### config.mk
export PLATFORM = sky130hd
export DESIGN_NAME = cv32e40p_x_responder
export DESIGN_NICKNAME = d
export VERILOG_FILES = /design/src/rtl/cv32e40p_x_pkg.sv /design/src/rtl/cv32e40p_x_resp_fifo.sv /design/src/rtl/cv32e40p_x_responder.sv
export SDC_FILE = /design/constraint.sdc
export NUM_CORES = 1
export LEC_CHECK = 0
export ABC_AREA = 1
export BUFFER_PORTS_ARGS = -buffer_cell sky130_fd_sc_hd__buf_2
export CORE_MARGIN = 2
export CORE_UTILIZATION = 65
export DETAILED_ROUTE_END_ITERATION = 10
export PLACE_DENSITY = 0.95
export SLEW_MARGIN = 20
export SYNTH_ARGS = -nofsm -noshare
export SYNTH_HDL_FRONTEND = slang
export SYNTH_SLANG_ARGS = --single-unit
### constraint.sdc
create_clock -name clk_i -period 7.6 [get_ports clk_i]
set_input_delay 0.76 -clock clk_i [delete_from_list [all_inputs] [get_ports clk_i]]
set_output_delay 0.76 -clock clk_i [all_outputs]
set_load 0.05 [all_outputs]
### src/rtl/cv32e40p_x_pkg.sv
// rtl/cv32e40p_x_pkg.sv - shared types and constants for the X-interface responder
package cv32e40p_x_pkg;

  localparam logic [6:0] DEFAULT_OPCODE = 7'b0001011;

  typedef enum logic [2:0] {
    OP_ADD3 = 3'b000,
    OP_XOR3 = 3'b001,
    OP_MUL  = 3'b010
  } x_op_e;

  typedef enum logic [1:0] {
    MUL_IDLE,
    MUL_BUSY,
    MUL_DONE
  } mul_state_e;

  typedef struct packed {
    logic [4:0]  rd;
    logic [31:0] data;
    logic        error;
  } resp_entry_t;

endpackage

### src/rtl/cv32e40p_x_resp_fifo.sv
// rtl/cv32e40p_x_resp_fifo.sv - in-order result buffer feeding the response channel
module cv32e40p_x_resp_fifo
  import cv32e40p_x_pkg::*;
#(
  parameter int DEPTH = 2
) (
  input  logic        clk,
  input  logic        rst_n,
  input  logic        push,
  input  resp_entry_t push_entry,
  input  logic        pop,
  output resp_entry_t head,
  output logic        not_empty,
  output logic [2:0]  count
);

  localparam int PW = (DEPTH > 1) ? $clog2(DEPTH) : 1;

  resp_entry_t   mem [DEPTH];
  logic [PW-1:0] wr_ptr;
  logic [PW-1:0] rd_ptr;

  function automatic logic [PW-1:0] bump(input logic [PW-1:0] p);
    return (p == PW'(DEPTH - 1)) ? '0 : p + PW'(1);
  endfunction

  always_ff @(posedge clk or negedge rst_n) begin
    if (!rst_n) begin
      wr_ptr <= '0;
      rd_ptr <= '0;
      count  <= '0;
      for (int i = 0; i < DEPTH; i++) mem[i] <= '0;
    end else begin
      if (push) begin
        mem[wr_ptr] <= push_entry;
        wr_ptr      <= bump(wr_ptr);
      end
      if (pop) rd_ptr <= bump(rd_ptr);
      if (push && !pop)      count <= count + 3'd1;
      else if (!push && pop) count <= count - 3'd1;
    end
  end

  assign head      = mem[rd_ptr];
  assign not_empty = (count != 3'd0);

endmodule

### src/rtl/cv32e40p_x_responder.sv
// rtl/cv32e40p_x_responder.sv - coprocessor responder: decode, issue gating, shift-add MUL
module cv32e40p_x_responder
  import cv32e40p_x_pkg::*;
#(
  parameter logic [6:0] COPROC_OPCODE = DEFAULT_OPCODE,
  parameter int         RESP_DEPTH    = 2
) (
  input  logic             clk_i,
  input  logic             rst_ni,
  input  logic             x_valid_i,
  output logic             x_ready_o,
  input  logic [31:0]      x_instr_data_i,
  input  logic [2:0][31:0] x_rs_i,
  input  logic [2:0]       x_rs_valid_i,
  input  logic             x_rd_clean_i,
  output logic             x_accept_o,
  output logic             x_is_mem_op_o,
  output logic             x_writeback_o,
  output logic             x_rvalid_o,
  input  logic             x_rready_i,
  output logic [4:0]       x_rd_o,
  output logic [31:0]      x_data_o,
  output logic             x_dualwb_o,
  output logic             x_type_o,
  output logic             x_error_o
);

  mul_state_e  state;
  logic [4:0]  cnt;
  logic [31:0] acc, mcand, mplier;
  logic [4:0]  mul_rd;

  x_op_e       op;
  logic [4:0]  rd;
  logic        supported, is_mul, f7_bad, ops_ok, room, in_flight;
  logic        hs, start_mul, single_push, mul_push, pop;
  logic [31:0] acc_next, single_data;
  logic [2:0]  count;
  logic        not_empty;
  resp_entry_t head, push_entry;
  logic        unused_bits;

  assign unused_bits = ^x_instr_data_i[24:15];

  assign op        = x_op_e'(x_instr_data_i[14:12]);
  assign rd        = x_instr_data_i[11:7];
  assign f7_bad    = (x_instr_data_i[31:25] != 7'd0);
  assign is_mul    = (op == OP_MUL);
  assign supported = (x_instr_data_i[6:0] == COPROC_OPCODE) &&
                     (op == OP_ADD3 || op == OP_XOR3 || op == OP_MUL);
  assign ops_ok    = is_mul ? (&x_rs_valid_i[1:0]) : (&x_rs_valid_i);

  // Occupancy is the registered count, so a pop in the same cycle does not free a slot.
  assign in_flight = (state == MUL_BUSY) && (mul_rd != 5'd0);
  assign room      = (4'(count) + 4'(in_flight)) < 4'(RESP_DEPTH);

  assign x_ready_o     = rst_ni && (state == MUL_IDLE) &&
                         (!supported || (ops_ok && x_rd_clean_i && room));
  assign x_accept_o    = rst_ni && x_valid_i && supported;
  assign x_writeback_o = rst_ni && x_valid_i && supported && (rd != 5'd0);
  assign x_is_mem_op_o = 1'b0;
  assign x_dualwb_o    = 1'b0;
  assign x_type_o      = 1'b0;

  assign hs          = x_valid_i && x_ready_o && supported;
  assign start_mul   = hs && is_mul && !f7_bad;
  assign single_push = hs && (!is_mul || f7_bad) && (rd != 5'd0);
  assign single_data = f7_bad ? 32'd0 :
                       (op == OP_ADD3) ? (x_rs_i[0] + x_rs_i[1] + x_rs_i[2]) :
                                         (x_rs_i[0] ^ x_rs_i[1] ^ x_rs_i[2]);

  // The final iteration's sum is pushed directly so the response lands 33 cycles after issue.
  assign acc_next = acc + (mplier[0] ? mcand : 32'd0);
  assign mul_push = (state == MUL_BUSY) && (cnt == 5'd31) && (mul_rd != 5'd0);

  always_ff @(posedge clk_i or negedge rst_ni) begin
    if (!rst_ni) begin
      state  <= MUL_IDLE;
      cnt    <= '0;
      acc    <= '0;
      mcand  <= '0;
      mplier <= '0;
      mul_rd <= '0;
    end else begin
      case (state)
        MUL_IDLE: if (start_mul) begin
          state  <= MUL_BUSY;
          cnt    <= '0;
          acc    <= '0;
          mcand  <= x_rs_i[0];
          mplier <= x_rs_i[1];
          mul_rd <= rd;
        end
        MUL_BUSY: begin
          acc    <= acc_next;
          mcand  <= mcand << 1;
          mplier <= mplier >> 1;
          cnt    <= cnt + 5'd1;
          if (cnt == 5'd31) state <= MUL_DONE;
        end
        MUL_DONE: state <= MUL_IDLE;
        default:  state <= MUL_IDLE;
      endcase
    end
  end

  always_comb begin
    push_entry = '0;
    if (mul_push) begin
      push_entry.rd   = mul_rd;
      push_entry.data = acc_next;
    end else begin
      push_entry.rd    = rd;
      push_entry.data  = single_data;
      push_entry.error = f7_bad;
    end
  end

  assign pop = not_empty && x_rready_i;

  cv32e40p_x_resp_fifo #(.DEPTH(RESP_DEPTH)) u_fifo (
    .clk        (clk_i),
    .rst_n      (rst_ni),
    .push       (single_push || mul_push),
    .push_entry (push_entry),
    .pop        (pop),
    .head       (head),
    .not_empty  (not_empty),
    .count      (count)
  );

  assign x_rvalid_o = not_empty;
  assign x_rd_o     = not_empty ? head.rd : 5'd0;
  assign x_data_o   = not_empty ? head.data : 32'd0;
  assign x_error_o  = not_empty && head.error;

endmodule

Word level (Yosys, flattened, before mapping)
Index checks and enable logic that the tools add are counted.
{"block": "totals", "ff_bits": 189, "latch_bits": 0, "ramBits": 0, "mem_bits_ro": 0, "output_inout_bits": 45, "word_cells": 113, "mem_count": 0}
{"block": "classes", "n_addsub": 9, "mul": 0, "div_mod_pow": 0, "n_lt_le_gt_ge": 4, "eq_ne": 7, "n_shift": 0, "n_mux": 29, "bitwise_logic": 4, "reduce_logical": 45}
{"cell": "$mux 32", "count": 7}
{"cell": "$pmux 32 s2", "count": 3}
{"cell": "$mux 38", "count": 4}
{"cell": "$add 32x32->32", "count": 3}
{"cell": "$bwmux 76", "count": 1}
{"cell": "$xor 32x32->32", "count": 2}
{"cell": "$demux 38 s1", "count": 1}
{"cell": "$mux 37", "count": 1}
{"cell": "$logic_and 1x1->1", "count": 22}
{"cell": "$mux 5", "count": 2}
{"cell": "$pmux 5 s2", "count": 1}
{"cell": "$reduce_bool 5->1", "count": 2}
{"cell": "$reduce_and 2->1", "count": 4}
{"cell": "$eq 7x4->1 const B", "count": 1}
{"cell": "$reduce_bool 7->1", "count": 1}
{"cell": "$mux 3", "count": 2}
{"cell": "$add 5x1->5 const B", "count": 1}
{"cell": "$eq 5x5->1 const B", "count": 1}
{"cell": "$logic_not 1->1", "count": 5}
{"cell": "$logic_or 1x1->1", "count": 5}
{"cell": "$add 3x1->4", "count": 1}
{"cell": "$ge 2x2->1 const B", "count": 2}
{"cell": "$lt 4x2->1 const B", "count": 1}
{"cell": "$mux 1", "count": 4}
{"cell": "17 further kinds", "count": 21}

Depth between registers and ports, before layout
{"block": "depth", "ltp_word": 16, "ltp_mapped": 19, "ltp_nobuf": 19}

Cells and area by module
Synthesis repeated with hierarchy kept, for this count alone.
{"block": "unflattened", "hier_cells": 2177, "hier_area_um2": 14619.0}
{"module": "cv32e40p_x_responder", "instances": 1, "cells_each": 1822, "area_each_um2": 11089.4, "seq_area_each_um2": 2702.6}
{"module": "cv32e40p_x_resp_fifo", "instances": 1, "cells_each": 355, "area_each_um2": 3529.6, "seq_area_each_um2": 2026.9}

Least setup slack after synthesis
No wires, ideal clock.
{"block": "synth_timing", "path_kind": "input -> output", "startpoint": "input x_instr_data_i[14]", "endpoint": "output x_writeback_o", "arrival_ns": 2.212, "required_ns": 6.840, "slack_ns": 4.628, "path_stages": 5, "path_buffers": 0, "path_cell_list": "nor2_1 -> nand3_1 -> nor2_2 -> nand2_1 -> nor3_1"}
{"block": "synth_between", "elab_chain_len": 6}
{"item": "start, declared", "line_no": "cv32e40p_x_responder.sv:12", "source": "input logic [31:0] x_instr_data_i,"}
{"item": "$eq 3x1->1 / $logic_not 3->1 (equally long branches)", "line_no": "cv32e40p_x_responder.sv:50", "source": "(op == OP_ADD3 || op == OP_XOR3 || op == OP_MUL);"}
{"item": "$logic_or 1x1->1", "line_no": "cv32e40p_x_responder.sv:50"}
{"item": "$logic_or 1x1->1 (*)", "line_no": "cv32e40p_x_responder.sv:50"}
{"item": "$logic_and 1x1->1 (*)", "line_no": "cv32e40p_x_responder.sv:49", "source": "assign supported = (x_instr_data_i[6:0] == COPROC_OPCODE) &&"}
{"item": "$logic_and 1x1->1 (*) (2 in series)", "line_no": "cv32e40p_x_responder.sv:60", "source": "assign x_writeback_o = rst_ni && x_valid_i && supported && (rd != 5'd0);"}
{"item": "end, declared", "line_no": "cv32e40p_x_responder.sv:18", "source": "output logic x_writeback_o,"}
Every way passes the cells marked *; elsewhere a longest branch is shown, timed or not.

Worst setup path after layout
{"block": "layout_timing", "startpoint": "register state[1]", "endpoint": "register mcand[15]"}
{"block": "layout_between", "elab_chain_len": 13}
{"item": "start, declared", "line_no": "cv32e40p_x_responder.sv:28", "source": "mul_state_e state;"}
{"item": "start signal, assigned", "line_no": "cv32e40p_x_responder.sv:78", "source": "state <= MUL_IDLE;"}
{"item": "start signal, assigned", "line_no": "cv32e40p_x_responder.sv:87", "source": "state <= MUL_BUSY;"}
{"item": "start signal, assigned", "line_no": "cv32e40p_x_responder.sv:99", "source": "if (cnt == 5'd31) state <= MUL_DONE;"}
{"item": "$eq 2x1->1", "line_no": "cv32e40p_x_responder.sv:54, cv32e40p_x_responder.sv:85"}
{"item": "$logic_and 1x1->1", "line_no": "cv32e40p_x_responder.sv:54", "source": "assign in_flight = (state == MUL_BUSY) && (mul_rd != 5'd0);"}
{"item": "$add 3x1->4", "line_no": "cv32e40p_x_responder.sv:55", "source": "assign room = (4'(count) + 4'(in_flight)) < 4'(RESP_DEPTH);"}
{"item": "$lt 4x2->1", "line_no": "cv32e40p_x_responder.sv:55"}
{"item": "$logic_and 1x1->1", "line_no": "cv32e40p_x_responder.sv:58", "source": "(!supported || (ops_ok && x_rd_clean_i && room));"}
{"item": "$logic_or 1x1->1", "line_no": "cv32e40p_x_responder.sv:58"}
{"item": "$logic_and 1x1->1", "line_no": "cv32e40p_x_responder.sv:57", "source": "assign x_ready_o = rst_ni && (state == MUL_IDLE) &&"}
{"item": "$logic_and 1x1->1 (2 in series)", "line_no": "cv32e40p_x_responder.sv:65", "source": "assign hs = x_valid_i && x_ready_o && supported;"}
{"item": "$logic_and 1x1->1 (2 in series)", "line_no": "cv32e40p_x_responder.sv:66", "source": "assign start_mul = hs && is_mul && !f7_bad;"}
{"item": "$ne 2x2->1 (no line)"}
{"item": "$reduce_and 2->1 (no line)"}
{"item": "end signal, assigned", "line_no": "cv32e40p_x_responder.sv:90", "source": "mcand <= x_rs_i[0];"}
{"item": "end signal, assigned", "line_no": "cv32e40p_x_responder.sv:96", "source": "mcand <= mcand << 1;"}
{"item": "end, declared", "line_no": "cv32e40p_x_responder.sv:30", "source": "logic [31:0] acc, mcand, mplier;"}
Several ways; a longest one is shown, not always the timed one.
A chain may end at the register's enable or synchronous reset.

==> flow_summary.rst <==
.. list-table::
   :header-rows: 1

   * - Metric
     - Value
   * - Result of the run
     - finished, final reports clean
   * - Cell type with the highest aggregate area in the netlist
     - sky130_fd_sc_hd__dfrtp_1
   * - Port Buf Inserts
     - between 150 and 200
   * - Transition time at the pin with the least slew margin
     - approximately 1.0 ns
   * - Critical register-to-register path endpoint
     - mcand[15]
   * - Fraction of synthesized cell area in xor and xnor cells
     - ~1.3%
   * - Number of synthesized flops with an enable pin
     - 0
   * - Share of cell area taken by muxes after synthesis
     - less than 1%
   * - Residual antenna-violating net count after detailed routing
     - 0
   * - Required time reported for the critical path endpoint
     - ~7.9 ns
   * - Chain of cells forming the critical path
     - inv_1 -> nand2_4 -> nor2_1 -> nand2_1 -> inv_1 -> ha_1 -> inv_1 -> nand4_1 -> nor3_2 -> nand2_1 -> a21boi_2 -> nand3_2 -> nand2_2 -> inv_2 -> buf_4 -> nand2_1 -> nand2_1
   * - Core Footprint
     - 0.0227 mm^2
   * - Standard cell area after detailed placement
     - about 0.016 mm^2
   * - Syn Inst Count
     - ~2400
   * - Crit-path most repeated cell
     - sky130_fd_sc_hd__nand2_1
   * - Most used flip-flop cell after synthesis
     - sky130_fd_sc_hd__dfrtp_1
   * - Overall power of the completed layout
     - between 2 and 3 mW
   * - Overall die area
     - about 0.024 mm^2
   * - Power per Cell Area
     - between 150 and 200 mW/mm^2
   * - Antenna violations before repair
     - 1
   * - Total number of cells along the worst setup path
     - 17
   * - Family with the most delay on the worst path
     - simple AND/OR/NAND/NOR gates
   * - Final setup TNS
     - 0 ns
   * - Hold Path Class
     - in -> async
   * - Number of hold-slack violations in the final timing report
     - 0
   * - Clock transition at path regs
     - approximately 0.080 ns
   * - Worst Setup SP
     - state[1]
   * - Post-detailed-placement half-perimeter wirelength
     - 35400 um
   * - CP Data Arrival Time
     - roughly 4.3 ns
   * - Die Span Y
     - about 160 um
   * - Length of the first detailed-routing pass in iterations
     - 7
   * - Number of resized instances in the post-cts repair step
     - 0
   * - Minimum hold slack
     - between 0.2 and 0.25 ns
   * - DRC
     - 0
   * - Top-Level Pins
     - 181
   * - Post-synthesis simple-gate area fraction
     - 38.3%
   * - Skew final
     - 0.0185 ns
   * - Most common library cell in the layout ignoring fill and taps
     - sky130_fd_sc_hd__nand2_1
   * - Largest driver fanout on the critical path
     - between 50 and 60
   * - Post-synthesis sequential area ratio
     - about a third
   * - Insertion delay to the later sink of the worst-skew pair
     - about 0.46 ns
   * - Commonest cells after routing, fill and taps aside
     - sky130_fd_sc_hd__nand2_1, sky130_fd_sc_hd__inv_1, sky130_fd_sc_hd__dfrtp_1
   * - Final #Nets
     - 2764
   * - GRT Residual Overflow
     - 0
   * - Share of cells above drive strength 1
     - just over 9%
   * - Summed area of non-filler cells in the final layout
     - about 0.017 mm^2
   * - Leakage component of the power
     - 9.57 nW
   * - Worst setup EP type
     - flip-flop
   * - Class of the most critical setup path
     - reg -> reg
   * - Worst reg2reg path startpoint
     - state[1]
   * - TritonCTS clock tree
     - yes
   * - Number of violations of the max-capacitance limit
     - 0
   * - Final setup viols
     - 0
   * - Post-CTS Repair Setup Buffers
     - 0
   * - Mean cell area of the mapped netlist
     - between 6 and 7 um^2
   * - Horizontal extent of the die
     - about 160 um
   * - Layout overhead on the synthesized area
     - 10.2%
   * - Count of buffer and inverter cells on the critical path
     - 5
   * - Number of cell instances on the worst register-to-register path
     - 17
   * - Number of vias after detailed routing
     - 15722
   * - Distinct cells, synth
     - 42
   * - Inserted Clock Buffers
     - 17
   * - Area fraction in compound gates after synthesis
     - 7.41%
   * - Async set-or-reset flop fraction in the synthesized netlist
     - 100%
   * - Longest individual stage delay on the worst path
     - 0.66 ns
   * - Initial Util
     - about two thirds
   * - Clock tree root driver cell
     - sky130_fd_sc_hd__clkbuf_16
   * - Rel. slew slack
     - between 30% and 40%
   * - Slew Viols, Final
     - 0
   * - Total of fill cells in the finished design
     - roughly 1900
   * - Number of core rows
     - between 50 and 60
   * - Overall fraction of global-route tracks in use
     - around two fifths
   * - Fraction of the mapped netlist area in adder cells
     - 9.93%
   * - Global-route wire length before repair
     - between 70000 and 80000 um
   * - CP endpoint
     - mcand[15]
   * - Number of sinks driven by the clock tree
     - around 190
   * - Pin count of the biggest net entering global routing
     - 80
   * - Worst VDD drop
     - 0.163 mV
   * - Unrepaired setup endpoints after global routing
     - no
   * - Core occupancy in the finished layout
     - 73.1%
   * - Maximum clock insertion buffer count
     - 2
   * - Share of the clock period used by the worst path after layout
     - a little over half
   * - Routability Congestion
     - slightly below 1
   * - Post-detailed-route via-to-cell ratio
     - about 5.6
   * - Total length of routed wires
     - 46400 um
   * - Time the worst path needs with I/O delays and setup
     - roughly 4 ns
   * - Number of global-route vias before repair
     - approximately 15000
   * - Upper clock frequency limit
     - approximately 250 MHz
   * - Worst reg2reg setup slack
     - 3.60 ns
   * - Number of design-rule violations left by the first detailed-router iteration
     - 1680
   * - H-tree lvl count
     - 4
   * - Number of hold-repair buffers added at the cts stage
     - 0
   * - Top post-synthesis cells by area
     - sky130_fd_sc_hd__dfrtp_1, sky130_fd_sc_hd__nand2_1, sky130_fd_sc_hd__inv_1
   * - Average wire length per cell after detail routing
     - about 16 um
   * - Main combinational cell family by area after synthesis
     - simple AND/OR/NAND/NOR gates
   * - Mapped cell area
     - approximately 0.015 mm^2
   * - Synthesis Warnings
     - 0
   * - Max stage delay cell, worst path
     - sky130_fd_sc_hd__nand2_2
   * - Critical Path Start Type
     - flip-flop
   * - Area share of the leading cell type in the synthesized netlist
     - a little under a third
   * - Number of storage elements in the synthesis netlist
     - 189
synth_stat cells (all sizes together) (23+ instances only):
master,n
nand4,23
a21oi,58
clkbuf,43
nor2,147
nand2,1138
dfrtp,189
fa,34
ha,65
inv,336
o21ai,145
nand3,111
buf,38
area by class of cell:
cell class | count | area (um^2) | area share (%)
Antenna cell | 1 | 2.50 | 0.0151
Clock buffer | 18 | 439 | 2.65
Clock inverter | 14 | 169 | 1.02
Inverter | 338 | 1270 | 7.65
Multi-Input combinational cell | 1801 | 8650 | 52.1
Sequential cell | 189 | 4730 | 28.5
Tap cell | 285 | 357 | 2.15
Timing Repair Buffer | 182 | 977 | 5.89
power by group:
group / switching (mW) / leakage, nW / internal, mW
Combinational: 0.500 / 7.13 / 0.233
Sequential: 0.0125 / 2.15 / 1.02
Clock: 0.481 / 0.292 / 0.454
registers in the layout (all words and copies together) (netlist names):
name and flops:
u_fifo.count 3, mul_rd 5, mplier 32, cnt 5
u_fifo.wr_ptr 1, acc 32, mcand 32, u_fifo.rd_ptr 1
state 2, u_fifo.mem 76
cell families after synthesis:
kind of cell	count (synthesis)
compound gates	216
xor+xnor	23
fa+ha+maj	99
buf+inv	419
flops	189
mux	5
other cells	1
simple gates	1455
worst min path at each step:
stage                          from             end  slack (ns)  cells after the start
after CTS                    rst_ni  u_fifo.mem[42]        0.25                      1
after global placement    mcand[31]       mcand[31]        0.46                      2
after global routing         rst_ni  u_fifo.mem[42]        0.26                      1
final                        rst_ni  u_fifo.mem[42]        0.23                      1
after floorplan           mcand[31]       mcand[31]        0.44                      2
after detailed placement  mcand[31]       mcand[31]        0.46                      2
routing by layer:
| metal | GRT usage [%] | wire length, um |
|---|---|---|
| met4 | 15.6 | 1710 |
| met1 | 51.9 | 19500 |
| met3 | 5.83 | 3950 |
| met2 | 62.9 | 21300 |
| met5 | 0 | 10 |
per-stage QoR:
| step | instances | worst slack [ns] |
|---|---|---|
| final | 2828 | 3.60 |
| after global routing | 2827 | 3.31 |
| after CTS | 2826 | 3.60 |
| after detailed placement | 2794 | 3.64 |
| after global placement | 2794 | 3.68 |
| after floorplan | 2409 | 4.63 |
Note: power is estimated with default switching activity, not from simulation.
